--- config.mk ---
export PLATFORM = sky130hd
export DESIGN_NAME = mbz_err_seq
export DESIGN_NICKNAME = d
export VERILOG_FILES = /design/src/rtl/mbz_err_seq.sv
export SDC_FILE = /design/constraint.sdc
export NUM_CORES = 1
export LEC_CHECK = 0
export BUFFER_PORTS_ARGS = -buffer_cell sky130_fd_sc_hd__buf_4
export CORE_ASPECT_RATIO = 1.75
export CORE_MARGIN = 1
export CORE_UTILIZATION = 30
export CTS_CLUSTER_SIZE = 25
export DETAILED_ROUTE_END_ITERATION = 8
export MAX_ROUTING_LAYER = met4
export PLACE_DENSITY_LB_ADDON = 0.3
export SYNTH_ARGS = -nofsm -noshare
export SYNTH_HDL_FRONTEND = slang
export SYNTH_SLANG_ARGS = --single-unit
--- constraint.sdc ---
create_clock -name clk -period 2.05 [get_ports clk]
set_input_delay 0.205 -clock clk [delete_from_list [all_inputs] [get_ports clk]]
set_output_delay 0.205 -clock clk [all_outputs]
set_load 0.05 [all_outputs]
--- src/rtl/mbz_err_seq.sv ---
// rtl/mbz_err_seq.sv - core request sequencer with NXM timeout and held error address register
// Optional build macro MBZ_ERR_COUNT_EN adds the saturating err_count output.
module mbz_err_seq #(
    parameter int NREQ      = 4,
    parameter int ADR_W     = 22,
    parameter int NXM_CNT_W = 8,
    parameter int NXM_LIMIT = 200,
    parameter int NXM_TAIL  = 4,
    localparam int SRC_W    = (NREQ > 1) ? $clog2(NREQ) : 1
) (
    input  logic             clk,
    input  logic             RESET,
    input  logic             mem_start,
    input  logic [SRC_W-1:0] req_src,
    input  logic             req_rd,
    input  logic             req_wr,
    input  logic [ADR_W-1:0] req_adr,
    input  logic             ackn_pulse,
    input  logic             mem_data_val,
    input  logic             mb_par_odd,
    input  logic             mem_adr_par_err,
    input  logic             sbus_err_in,
    input  logic             err_clr,
    output logic             core_busy,
    output logic             nxm_ack,
    output logic             nxm_data_val,
    output logic             rd_pse_wr,
    output logic             nxm_err,
    output logic             par_err,
    output logic             adr_par_err,
    output logic             sbus_err,
    output logic [NREQ-1:0]  req_err,
    output logic [ADR_W-1:0] era_adr,
    output logic [SRC_W-1:0] era_src,
    output logic             era_wr,
    output logic             err_hold
`ifdef MBZ_ERR_COUNT_EN
    ,
    output logic [7:0]       err_count
`endif
);

    typedef enum logic [2:0] {
        S_IDLE,
        S_WAIT_ACK,
        S_WAIT_DATA,
        S_WAIT_WR,
        S_NXM_T1,
        S_NXM_TAIL
    } state_t;

    state_t               state_q, state_d;
    logic [NXM_CNT_W-1:0] cnt_q, cnt_d;
    logic [SRC_W-1:0]     src_q, src_d;
    logic [ADR_W-1:0]     adr_q, adr_d;
    logic                 rd_q, rd_d, wr_q, wr_d;
    logic                 rpw_q, rpw_d;
    logic                 ndv_q, ndv_d;
    logic                 nxm_ev, par_ev, apar_ev, any_ev;

    logic                 nxm_err_q, nxm_err_d, par_err_q, par_err_d;
    logic                 apar_q, apar_d, sbus_q, sbus_d, hold_q, hold_d;
    logic [NREQ-1:0]      req_err_q, req_err_d, src_oh;
    logic [ADR_W-1:0]     era_adr_q, era_adr_d;
    logic [SRC_W-1:0]     era_src_q, era_src_d;
    logic                 era_wr_q, era_wr_d;

    always_comb begin
        state_d = state_q;
        cnt_d   = cnt_q;
        src_d   = src_q;
        adr_d   = adr_q;
        rd_d    = rd_q;
        wr_d    = wr_q;
        rpw_d   = rpw_q;
        nxm_ev  = 1'b0;
        par_ev  = 1'b0;
        apar_ev = 1'b0;
        case (state_q)
            S_IDLE: begin
                if (mem_start) begin
                    src_d   = req_src;
                    adr_d   = req_adr;
                    rd_d    = req_rd;
                    wr_d    = req_wr;
                    cnt_d   = '0;
                    state_d = S_WAIT_ACK;
                end
            end
            S_WAIT_ACK: begin
                // An acknowledge in the timeout cycle still wins over NXM.
                if (ackn_pulse) begin
                    cnt_d   = '0;
                    apar_ev = mem_adr_par_err;
                    rpw_d   = 1'b0;
                    if (rd_q) begin
                        state_d = S_WAIT_DATA;
                    end else begin
                        par_ev  = ~mb_par_odd;
                        state_d = S_IDLE;
                    end
                end else if (cnt_q == NXM_CNT_W'(NXM_LIMIT - 1)) begin
                    rpw_d   = 1'b0;
                    state_d = S_NXM_T1;
                end else begin
                    cnt_d = cnt_q + 1'b1;
                end
            end
            S_WAIT_DATA: begin
                if (mem_data_val) begin
                    par_ev = ~mb_par_odd;
                    if (rd_q && wr_q) begin
                        rpw_d   = 1'b1;
                        state_d = S_WAIT_WR;
                    end else begin
                        state_d = S_IDLE;
                    end
                end
            end
            S_WAIT_WR: begin
                // Write half of read-pause-write keeps the original source and address.
                if (mem_start) begin
                    rd_d    = 1'b0;
                    cnt_d   = '0;
                    state_d = S_WAIT_ACK;
                end
            end
            S_NXM_T1: begin
                nxm_ev  = 1'b1;
                cnt_d   = '0;
                state_d = S_NXM_TAIL;
            end
            S_NXM_TAIL: begin
                if (cnt_q == NXM_CNT_W'(NXM_TAIL - 1)) begin
                    cnt_d   = '0;
                    state_d = S_IDLE;
                end else begin
                    cnt_d = cnt_q + 1'b1;
                end
            end
            default: state_d = S_IDLE;
        endcase
        ndv_d = (state_q == S_NXM_T1) && rd_q;
    end

    always_comb begin
        for (int i = 0; i < NREQ; i++) begin
            src_oh[i] = (src_q == SRC_W'(i));
        end
        any_ev      = nxm_ev | par_ev | apar_ev;
        nxm_err_d   = (nxm_err_q & ~err_clr) | nxm_ev;
        par_err_d   = (par_err_q & ~err_clr) | par_ev;
        apar_d      = (apar_q & ~err_clr) | apar_ev;
        sbus_d      = (sbus_q & ~err_clr) | sbus_err_in;
        req_err_d   = (err_clr ? '0 : req_err_q) | (any_ev ? src_oh : '0);
        hold_d      = (hold_q & ~err_clr) | any_ev;
        era_adr_d   = era_adr_q;
        era_src_d   = era_src_q;
        era_wr_d    = era_wr_q;
        // A clear in the same cycle as a new error re-arms capture for that error.
        if (any_ev && (!hold_q || err_clr)) begin
            era_adr_d = adr_q;
            era_src_d = src_q;
            era_wr_d  = ~rd_q;
        end
    end

    always_ff @(posedge clk or posedge RESET) begin
        if (RESET) begin
            state_q   <= S_IDLE;
            cnt_q     <= '0;
            src_q     <= '0;
            adr_q     <= '0;
            rd_q      <= 1'b0;
            wr_q      <= 1'b0;
            rpw_q     <= 1'b0;
            ndv_q     <= 1'b0;
            nxm_err_q <= 1'b0;
            par_err_q <= 1'b0;
            apar_q    <= 1'b0;
            sbus_q    <= 1'b0;
            hold_q    <= 1'b0;
            req_err_q <= '0;
            era_adr_q <= '0;
            era_src_q <= '0;
            era_wr_q  <= 1'b0;
        end else begin
            state_q   <= state_d;
            cnt_q     <= cnt_d;
            src_q     <= src_d;
            adr_q     <= adr_d;
            rd_q      <= rd_d;
            wr_q      <= wr_d;
            rpw_q     <= rpw_d;
            ndv_q     <= ndv_d;
            nxm_err_q <= nxm_err_d;
            par_err_q <= par_err_d;
            apar_q    <= apar_d;
            sbus_q    <= sbus_d;
            hold_q    <= hold_d;
            req_err_q <= req_err_d;
            era_adr_q <= era_adr_d;
            era_src_q <= era_src_d;
            era_wr_q  <= era_wr_d;
        end
    end

`ifdef MBZ_ERR_COUNT_EN
    logic [7:0] err_cnt_q, err_cnt_d;

    always_comb begin
        err_cnt_d = err_cnt_q;
        if (err_clr) begin
            err_cnt_d = any_ev ? 8'd1 : 8'd0;
        end else if (any_ev && (err_cnt_q != 8'hFF)) begin
            err_cnt_d = err_cnt_q + 8'd1;
        end
    end

    always_ff @(posedge clk or posedge RESET) begin
        if (RESET) begin
            err_cnt_q <= 8'd0;
        end else begin
            err_cnt_q <= err_cnt_d;
        end
    end

    assign err_count = err_cnt_q;
`endif

    assign core_busy    = (state_q != S_IDLE) && (state_q != S_WAIT_WR);
    assign nxm_ack      = (state_q == S_NXM_T1);
    assign nxm_data_val = ndv_q;
    assign rd_pse_wr    = rpw_q;
    assign nxm_err      = nxm_err_q;
    assign par_err      = par_err_q;
    assign adr_par_err  = apar_q;
    assign sbus_err     = sbus_q;
    assign req_err      = req_err_q;
    assign era_adr      = era_adr_q;
    assign era_src      = era_src_q;
    assign era_wr       = era_wr_q;
    assign err_hold     = hold_q;

endmodule

Word-level counts from Yosys, hierarchy flattened
Cells that the tools add are included.
- add/sub/neg operators: 1
- equality and inequality tests: 19
- multiplexer cells: 30
- bitwise operators: 16
- reduce and logical (&&, ||, !) cells: 18
- operators with widths (cell ; count):
    $mux 8 ; 4
    $pmux 8 s4 ; 1
    $mux 3 ; 5
    $pmux 3 s5 ; 1
    $mux 1 ; 12
    $ne 2x2->1 const B ; 5
    $add 8x1->8 const B ; 1
    $eq 8x2->1 const B ; 1
    $eq 8x8->1 const B ; 1
    $mux 4 ; 2
    $reduce_and 4->1 ; 2
    $or 1x1->1 ; 7
    $eq 3x2->1 const B ; 2
    $eq 3x3->1 const B ; 2
    $ne 3x3->1 const B ; 2
    $pmux 1 s2 ; 3
    $reduce_and 3->1 ; 2
    $and 1x1->1 ; 5
    $eq 2x2->1 const B ; 2
    $logic_and 1x1->1 ; 4
    $mux 2 ; 2
    $or 4x4->4 ; 1
    $reduce_bool 2->1 ; 2
    $reduce_bool 4->1 ; 1
    12 further kinds ; 14
- register bits after elaboration: 73
- input bits: 35
- output and inout port bits: 38
- logic and storage cells: 101

Depth between registers and ports, before layout
Gate-level depths: netlist (run 1).
- depth in word-level cells: 8
- mapped depth: 7
- depth with buffers taken out: 6

Worst setup path before layout (run 1)
No wires, ideal clock.
- path kind: register -> register
- from: reg cnt_q[3]
- to: reg cnt_q[3]
- library setup time: 0.121 ns
- arrival: 2.048 ns
- required time: 1.929 ns
- setup slack: -0.119 ns
- cell stages (with the launch flop): 6
- buffers on the path: 0
- period minus slack after synthesis: 2.169 ns
- cells stage by stage: dfrtp_1 or3_1 or4_4 a311oi_4 o21ai_0 a22o_1
- longest elaborated chain between the ends: 4
- elaborated cells between the ends (all ways): 9
- classes of those cells: 1 x add/sub; 3 x eq/ne; 4 x mux; 1 x reduce/logical
- ends and longest elaborated chain (element ; line ; text):
    start: declaration ; 53 ; logic [NXM_CNT_W-1:0] cnt_q, cnt_d;
    start signal: assignment ; 189 ; cnt_q <= cnt_d;
    $add 8x1->8 ; 106, 138 ;
    $mux 8 ; 102 ; end else if (cnt_q == NXM_CNT_W'(NXM_LIMIT - 1)) begin
    $mux 8 ; 92 ; if (ackn_pulse) begin
    $pmux 8 s4 ; 79 ; case (state_q)
Parallel ways exist; a longest one is shown, timed or not. The select of a mux whose other input is x is not followed.
A chain may end at the register's enable or synchronous reset.

Final worst setup path (run 1)
- from: reg cnt_q[5]
- to: reg cnt_q[4]
- longest elaborated chain between the ends: 3
- elaborated cells between the ends (all ways): 6
- classes of those cells: 3 x eq/ne; 2 x mux; 1 x reduce/logical
- ends and longest elaborated chain (element ; line):
    $eq 8x2->1 / $eq 8x8->1 (equally long branches) ; 134, 102
    $mux 8 / $ne 3x3->1 (equally long branches) ; -
    $pmux 8 s4 / $reduce_and 3->1 (equally long branches) ; -
Parallel ways exist; a longest one is shown, timed or not.

==> flow_metrics.env, run 1 <==
export IMPL_status="finished clean"
export IMPL_r2r_end="cnt_q[4]"
export IMPL_grt_pass1_vias=2235
export IMPL_post_route_util=0.431
export IMPL_setup_worst_path_end="cnt_q[4]"
export IMPL_reg2regPathDepth=6
export IMPL_irDropWorstVdd_uv=720
export IMPL_worst_pin_slew_ps=589
export IMPL_start_util=0.310
export IMPL_area_growth_pct=39.1
export IMPL_fmax_mhz=489
export IMPL_worstPathArrival_ps=2260
export IMPL_cp_cell_sequence="or3_4, or4_4, a311oi_4, buf_6, a2bb2oi_1, o31ai_1"
export IMPL_core_um2=9910
export IMPL_dieHeight_um=136
export IMPL_fin_crit_sh=0.998
export IMPL_cts_tree="built"
export IMPL_p_total_w=0.00793
export IMPL_required_ps=2260
export IMPL_numCtsBuffers=9
export IMPL_start_kind="flip-flop"
export IMPL_dieWidth_um=78.5
export IMPL_synth_avg_cell_area_um2=13.3
export IMPL_cp_slowest_cell="or4_4"
export IMPL_synth_nets=266
export IMPL_finalCriticalPeriod_ps=2050
export IMPL_layout_drive_gt1_share=0.509
export IMPL_routedWlPerCell_um=15.5
export IMPL_cts_root_buf="clkbuf_16"
export IMPL_antenna_found_initial=0
export IMPL_drc=0
export IMPL_finalHoldViolations=0
export IMPL_final_area_um2=4270
export IMPL_crit_fanout=8
export IMPL_port_buffers=72
export IMPL_yosysUniqueCellTypes=39
export IMPL_cts_htree_levels=3
export IMPL_yosysWarnings=0
export IMPL_gp_congestion=0.814
export IMPL_drt_total_wl_mm=7.09
export IMPL_cp_end_kind="flip-flop"
export IMPL_pin_count=73
export IMPL_power_density_nw_per_um2=1860
export IMPL_ys_seq_area_frac=0.595
export IMPL_netlist_area_um2=3070
export IMPL_p_leak_nw=1.99
export IMPL_rsz0062_at_grt="true"
export IMPL_finalSetupViolCount=0
export IMPL_dieArea_um2=10700
export IMPL_drtIter0Drc=63
export IMPL_hpwl_mm=5.06
export IMPL_rows=48
export IMPL_reg2reg_slack_ps=3
export IMPL_fin_skew_ps=3.24
export IMPL_synthCells=230
export IMPL_grt_max_degree=47
export IMPL_min_from="sbus_err_in"
export IMPL_cap_violations=0
export IMPL_holdCritPathClass="in -> reg"
export IMPL_nets=363
export IMPL_cts_num_sinks=73
export IMPL_viasPerCell=4.84
export IMPL_ctsLongestPathBuffers=2
export IMPL_vias=2211
export IMPL_clock_latency_ps=330
export IMPL_relSlewSlack=0.607
export IMPL_slowest_delay_ps=430
export IMPL_startpoint="cnt_q[5]"
export IMPL_dr_pass1_iters=4
export IMPL_clk_pin_slew_ps=50
export IMPL_finalSetupTns_ps=0
export IMPL_synth_seq_cells=73
export IMPL_grt_overflow_total=0
export IMPL_crit_type="reg -> reg"
export IMPL_grt_pass1_wl_mm=11.2
export IMPL_antenna_left=0
export IMPL_placed_cell_area_um2=3940
export IMPL_r2r_start="cnt_q[5]"
export IMPL_slew_viol_final=0
export IMPL_diodes=0
export IMPL_track_usage=0.145
## state kept, by name (all words and copies together), names as in the netlist
register	count
adr_par_err	1
adr_q	22
cnt_q	8
era_adr	22
era_src	2
era_wr	1
err_hold	1
nxm_data_val	1
nxm_err	1
par_err	1
rd_pse_wr	1
rd_q	1
req_err	4
sbus_err	1
src_q	2
state_q	3
wr_q	1
## logic make-up after synthesis
family                     Yosys count  synth area share
AOI/OAI and AO/OA                   40             0.104
muxes                               49             0.180
and+or+nand+nor                     55             0.101
DFF                                 73             0.595
buffers and inverters               12            0.0163
adders and majority gates            1           0.00407
## worst min-delay path by stage
stage	end	slack, ps	cells past startpoint
2_1_floorplan	req_err[0]	300	1
6_report	sbus_err	60	2
3_5_place_dp	era_adr[18]	330	3
3_3_place_gp	era_adr[18]	320	3
4_1_cts	sbus_err	50	2
5_1_grt	sbus_err	60	2
## synthesized netlist by cell type
cell       count  area, um^2
a211oi_1       1        7.51
nor4_1         1        6.26
nand2b_1       6        37.5
a22o_1         6        52.6
nor3b_1        2        15.0
nand2_1        9        33.8
nor2b_1       11        68.8
mux2_2        49         552
buf_2          4        20.0
a21o_1         3        22.5
clkbuf_1       4        15.0
o31ai_1        2        15.0
nand4bb_1      1        11.3
a221o_1        1        10.0
nor2_1         8        30.0
o32ai_1        1        8.76
a221oi_1       1        8.76
and3_1         6        37.5
a2bb2oi_1      2        17.5
and2_1         2        12.5
o21ai_0        9        45.0
nand3_1        2        10.0
nand4_1        2        12.5
or3_1          2        12.5
o2bb2ai_1      3        26.3
a21oi_1        2        10.0
nor3_1         1        5.00
or4_4          1        11.3
a22oi_1        2        15.0
a31oi_1        1        6.26
o21ba_2        2        20.0
nand3b_1       1        7.51
inv_1          4        15.0
ha_1           1        12.5
dfrtp_1       73        1830
a311oi_4       1        26.3
a32oi_1        1        8.76
a32o_1         1        10.0
o211ai_1       1        7.51
## power by group
group          switching (W)  internal, W  total [W]
Clock               0.000570     0.000965    0.00154
Combinational        0.00229      0.00163    0.00392
Sequential          0.000383      0.00209    0.00248
## critical path: cells and delay by family (launching register included)
kind | cells | cell delay (ps)
AO/OA/AOI/OAI | 3 | 550
buffers and inverters | 1 | 180
flip-flops | 1 | 380
AND/OR/NAND/NOR | 2 | 820
## routing by layer
metal / up-vias / routed length [um] / track usage
li1: 1029 / - / -
met1: 1120 / 2800 / 0.153
met2: 50 / 3890 / 0.250
met3: 12 / 241 / 0.0322
met4: 0 / 159 / 0.0782
met5: - / 0 / -
## cells in the final DEF (no fill, tap or decap), types with 3 or more instances in the layout
cell       count
nor2_1         7
clkinv_2       4
and3_1         6
clkbuf_16      9
nand2_1        9
inv_1          3
a22o_1         6
o21ai_0        4
o21ai_1        5
o2bb2ai_1      3
nor2b_1       11
buf_4         90
mux2_2        49
dfrtp_1       73
nand2b_1       5
a21o_1         3
## what timing repair did
item / CTS / global route
setup buffers: 0 / 1
hold buffers: 1 / 0
setup endpoints to repair: 9 / 8
gates resized for setup: 2 / 3
hold endpoints to repair: 27 / 0
## layout make-up
type,count,area (um^2)
fillers,969,5640
flip-flops and latches,73,1830
multi-input cells,145,1240
repair buffers,94,737
clock buffers,10,239
well taps,125,156
clock inverters,6,57.6
inverters,4,18.8
## stage by stage
step,instances,setup slack (ps),hold WS [ps]
3_5_place_dp,439,-27.8,328
5_1_grt,457,-56.1,59.0
2_1_floorplan,230,39.8,297
6_report,457,3.13,58.7
4_1_cts,456,4.96,45.6
3_3_place_gp,439,21.3,319
Power figures use the tool's default switching activity.
==> inputs of run 2 (changes only) <==
- BUFFER_PORTS_ARGS: -buffer_cell sky130_fd_sc_hd__buf_4 -> -buffer_cell sky130_fd_sc_hd__clkbuf_2
==> flow_metrics.env, run 2 (synthesis gave the netlist of run 1 again) <==
export IMPL_layout_drive_gt1_share=0.517
export IMPL_failed_checks="setup timing"
export IMPL_ctsLongestPathBuffers=2
export IMPL_rsz0062_at_grt="true"
export IMPL_power_density_nw_per_um2=1900
export IMPL_final_cell_mix="dfrtp_1, clkbuf_2, mux2_2, buf_4, nor2b_1"
export IMPL_reg2regPathDepth=6
export IMPL_grt_pass1_vias=2368
export IMPL_hpwl_mm=5.01
export IMPL_dp_cells=440
export IMPL_fin_skew_ps=4.12
export IMPL_numCtsBuffers=9
export IMPL_p_sw_frac=0.408
export IMPL_final_area_um2=4160
export IMPL_cp_end_kind="flip-flop"
export IMPL_track_usage=0.147
export IMPL_p_clk_frac=0.227
export IMPL_diodes=0
export IMPL_status="finished, violations left"
export IMPL_reg2reg_slack_ps=-8
export IMPL_dieArea_um2=10700
export IMPL_drt_total_wl_mm=6.86
export IMPL_grt_max_degree=28
export IMPL_core_um2=9910
export IMPL_combinationalPowerShare=0.462
export IMPL_nFillCells=971
export IMPL_power_switching_w=0.00322
export IMPL_worstPathArrival_ps=2280
export IMPL_min_from="sbus_err_in"
export IMPL_finalSetupViolCount=2
export IMPL_crit_fanout=8
export IMPL_fmax_mhz=486
export IMPL_cts_num_sinks=73
export IMPL_finalHoldViolations=0
export IMPL_port_buffers=72
export IMPL_area_growth_pct=35.6
export IMPL_gp_congestion=0.822
export IMPL_drtIter0Drc=67
export IMPL_dieHeight_um=136
export IMPL_rows=48
export IMPL_relSlewSlack=0.582
export IMPL_start_kind="flip-flop"
export IMPL_min_to="sbus_err"
export IMPL_grt_pass1_wl_mm=11.4
export IMPL_r2r_start="cnt_q[5]"
export IMPL_clock_latency_ps=330
export IMPL_antenna_left=0
export IMPL_pin_count=73
export IMPL_routedWlPerCell_um=15.0
export IMPL_clk_pin_slew_ps=60
export IMPL_cts_htree_levels=3
export IMPL_finalNonFillerCells=458
export IMPL_nets=364
export IMPL_cts_root_buf="clkbuf_16"
export IMPL_placed_cell_area_um2=3780
export IMPL_cap_violations=0
export IMPL_sequentialPowerShare=0.311
export IMPL_antenna_found_initial=0
export IMPL_irDropWorstVdd_uv=682
export IMPL_start_util=0.310
export IMPL_dr_pass1_iters=4
export IMPL_fin_crit_sh=1.00
export IMPL_viasPerCell=4.80
export IMPL_vias=2197
export IMPL_dieWidth_um=78.5
export IMPL_final_common_cell="dfrtp_1"
export IMPL_crit_type="reg -> reg"
export IMPL_holdCritPathClass="in -> reg"
export IMPL_p_leak_nw=1.98
export IMPL_intPower_w=0.00468
export IMPL_grt_overflow_total=0
export IMPL_slew_viol_final=0
export IMPL_hold_depth=2
export IMPL_required_ps=2270
export IMPL_drc=0
export IMPL_cts_tree="built"
export IMPL_worst_pin_slew_ps=626
export IMPL_setup_ws_ps=-7.84
export IMPL_finalCriticalPeriod_ps=2060
export IMPL_r2r_end="cnt_q[7]"
-- run 2: cell type report --
cell class                      count  area, um^2  area share
Tap cell                          125         156      0.0376
Multi-Input combinational cell    145        1240       0.298
Clock inverter                      6         105      0.0252
Inverter                            4        18.8     0.00451
Clock buffer                       10         239      0.0574
Timing Repair Buffer               95         577       0.139
Sequential cell                    73        1830       0.439
-- run 2: worst max-delay path by stage --
| stage | cells past startpoint | start | end | slack, ps |
|---|---|---|---|---|
| 5_1_grt | 6 | cnt_q[5] | cnt_q[7] | -60 |
| 6_report | 6 | cnt_q[5] | cnt_q[7] | -8 |
| 2_1_floorplan | 5 | cnt_q[3] | cnt_q[3] | 40 |
| 3_5_place_dp | 6 | cnt_q[5] | cnt_q[0] | -30 |
| 4_1_cts | 6 | cnt_q[5] | cnt_q[7] | -6 |
| 3_3_place_gp | 6 | cnt_q[5] | cnt_q[4] | 20 |
-- run 2: metal layers --
metal / routed length, um / vias up / GRT usage / share of wire
met4: 138 / 0 / 0.0700 / 0.020
met3: 292 / 14 / 0.0396 / 0.043
met1: 2630 / 1096 / 0.149 / 0.38
met2: 3800 / 48 / 0.260 / 0.55
li1: - / 1039 / - / -
met5: 0 / - / - / 0
-- run 2: power by group through the flow --
stage                     Clock (W)  Combinational (W)  Sequential [W]
after detailed placement          0            0.00364         0.00249
after global routing        0.00190            0.00390         0.00256
final                       0.00179            0.00366         0.00246
after global placement            0            0.00357         0.00246
after floorplan                   0            0.00159         0.00354
after CTS                   0.00184            0.00368         0.00247
-- run 2: worst max-delay path, cell delays in order (launching register included) --
cell      delay, ps
dfrtp_1         380
or3_4           390
or4_4           440
a311oi_4        280
buf_6           170
nor2_2           70
a22o_1          210
-- run 2: metrics by stage --
step           worst slack [ps]  total power, W  hold WS, ps  utilization  setup TNS [ps]
4_1_cts                   -5.75         0.00799         41.4        0.419           -5.75
2_1_floorplan              39.8         0.00513          297            -               0
5_1_grt                   -62.2         0.00835         48.0        0.420            -356
3_5_place_dp              -33.0         0.00613          308        0.381            -146
6_report                  -7.84         0.00790         49.6        0.420           -15.5
3_3_place_gp               18.6         0.00603          311        0.381               0
-- run 2: repair_timing --
| item | in CTS | in global routing |
|---|---|---|
| endpoints found under the setup margin | 9 | 9 |
| gates resized for setup | 2 | 4 |
| hold endpoints to repair | 25 | 0 |
| pin swaps | 0 | 2 |
| hold buffers | 1 | 0 |
| buffers inserted | 1 | 0 |
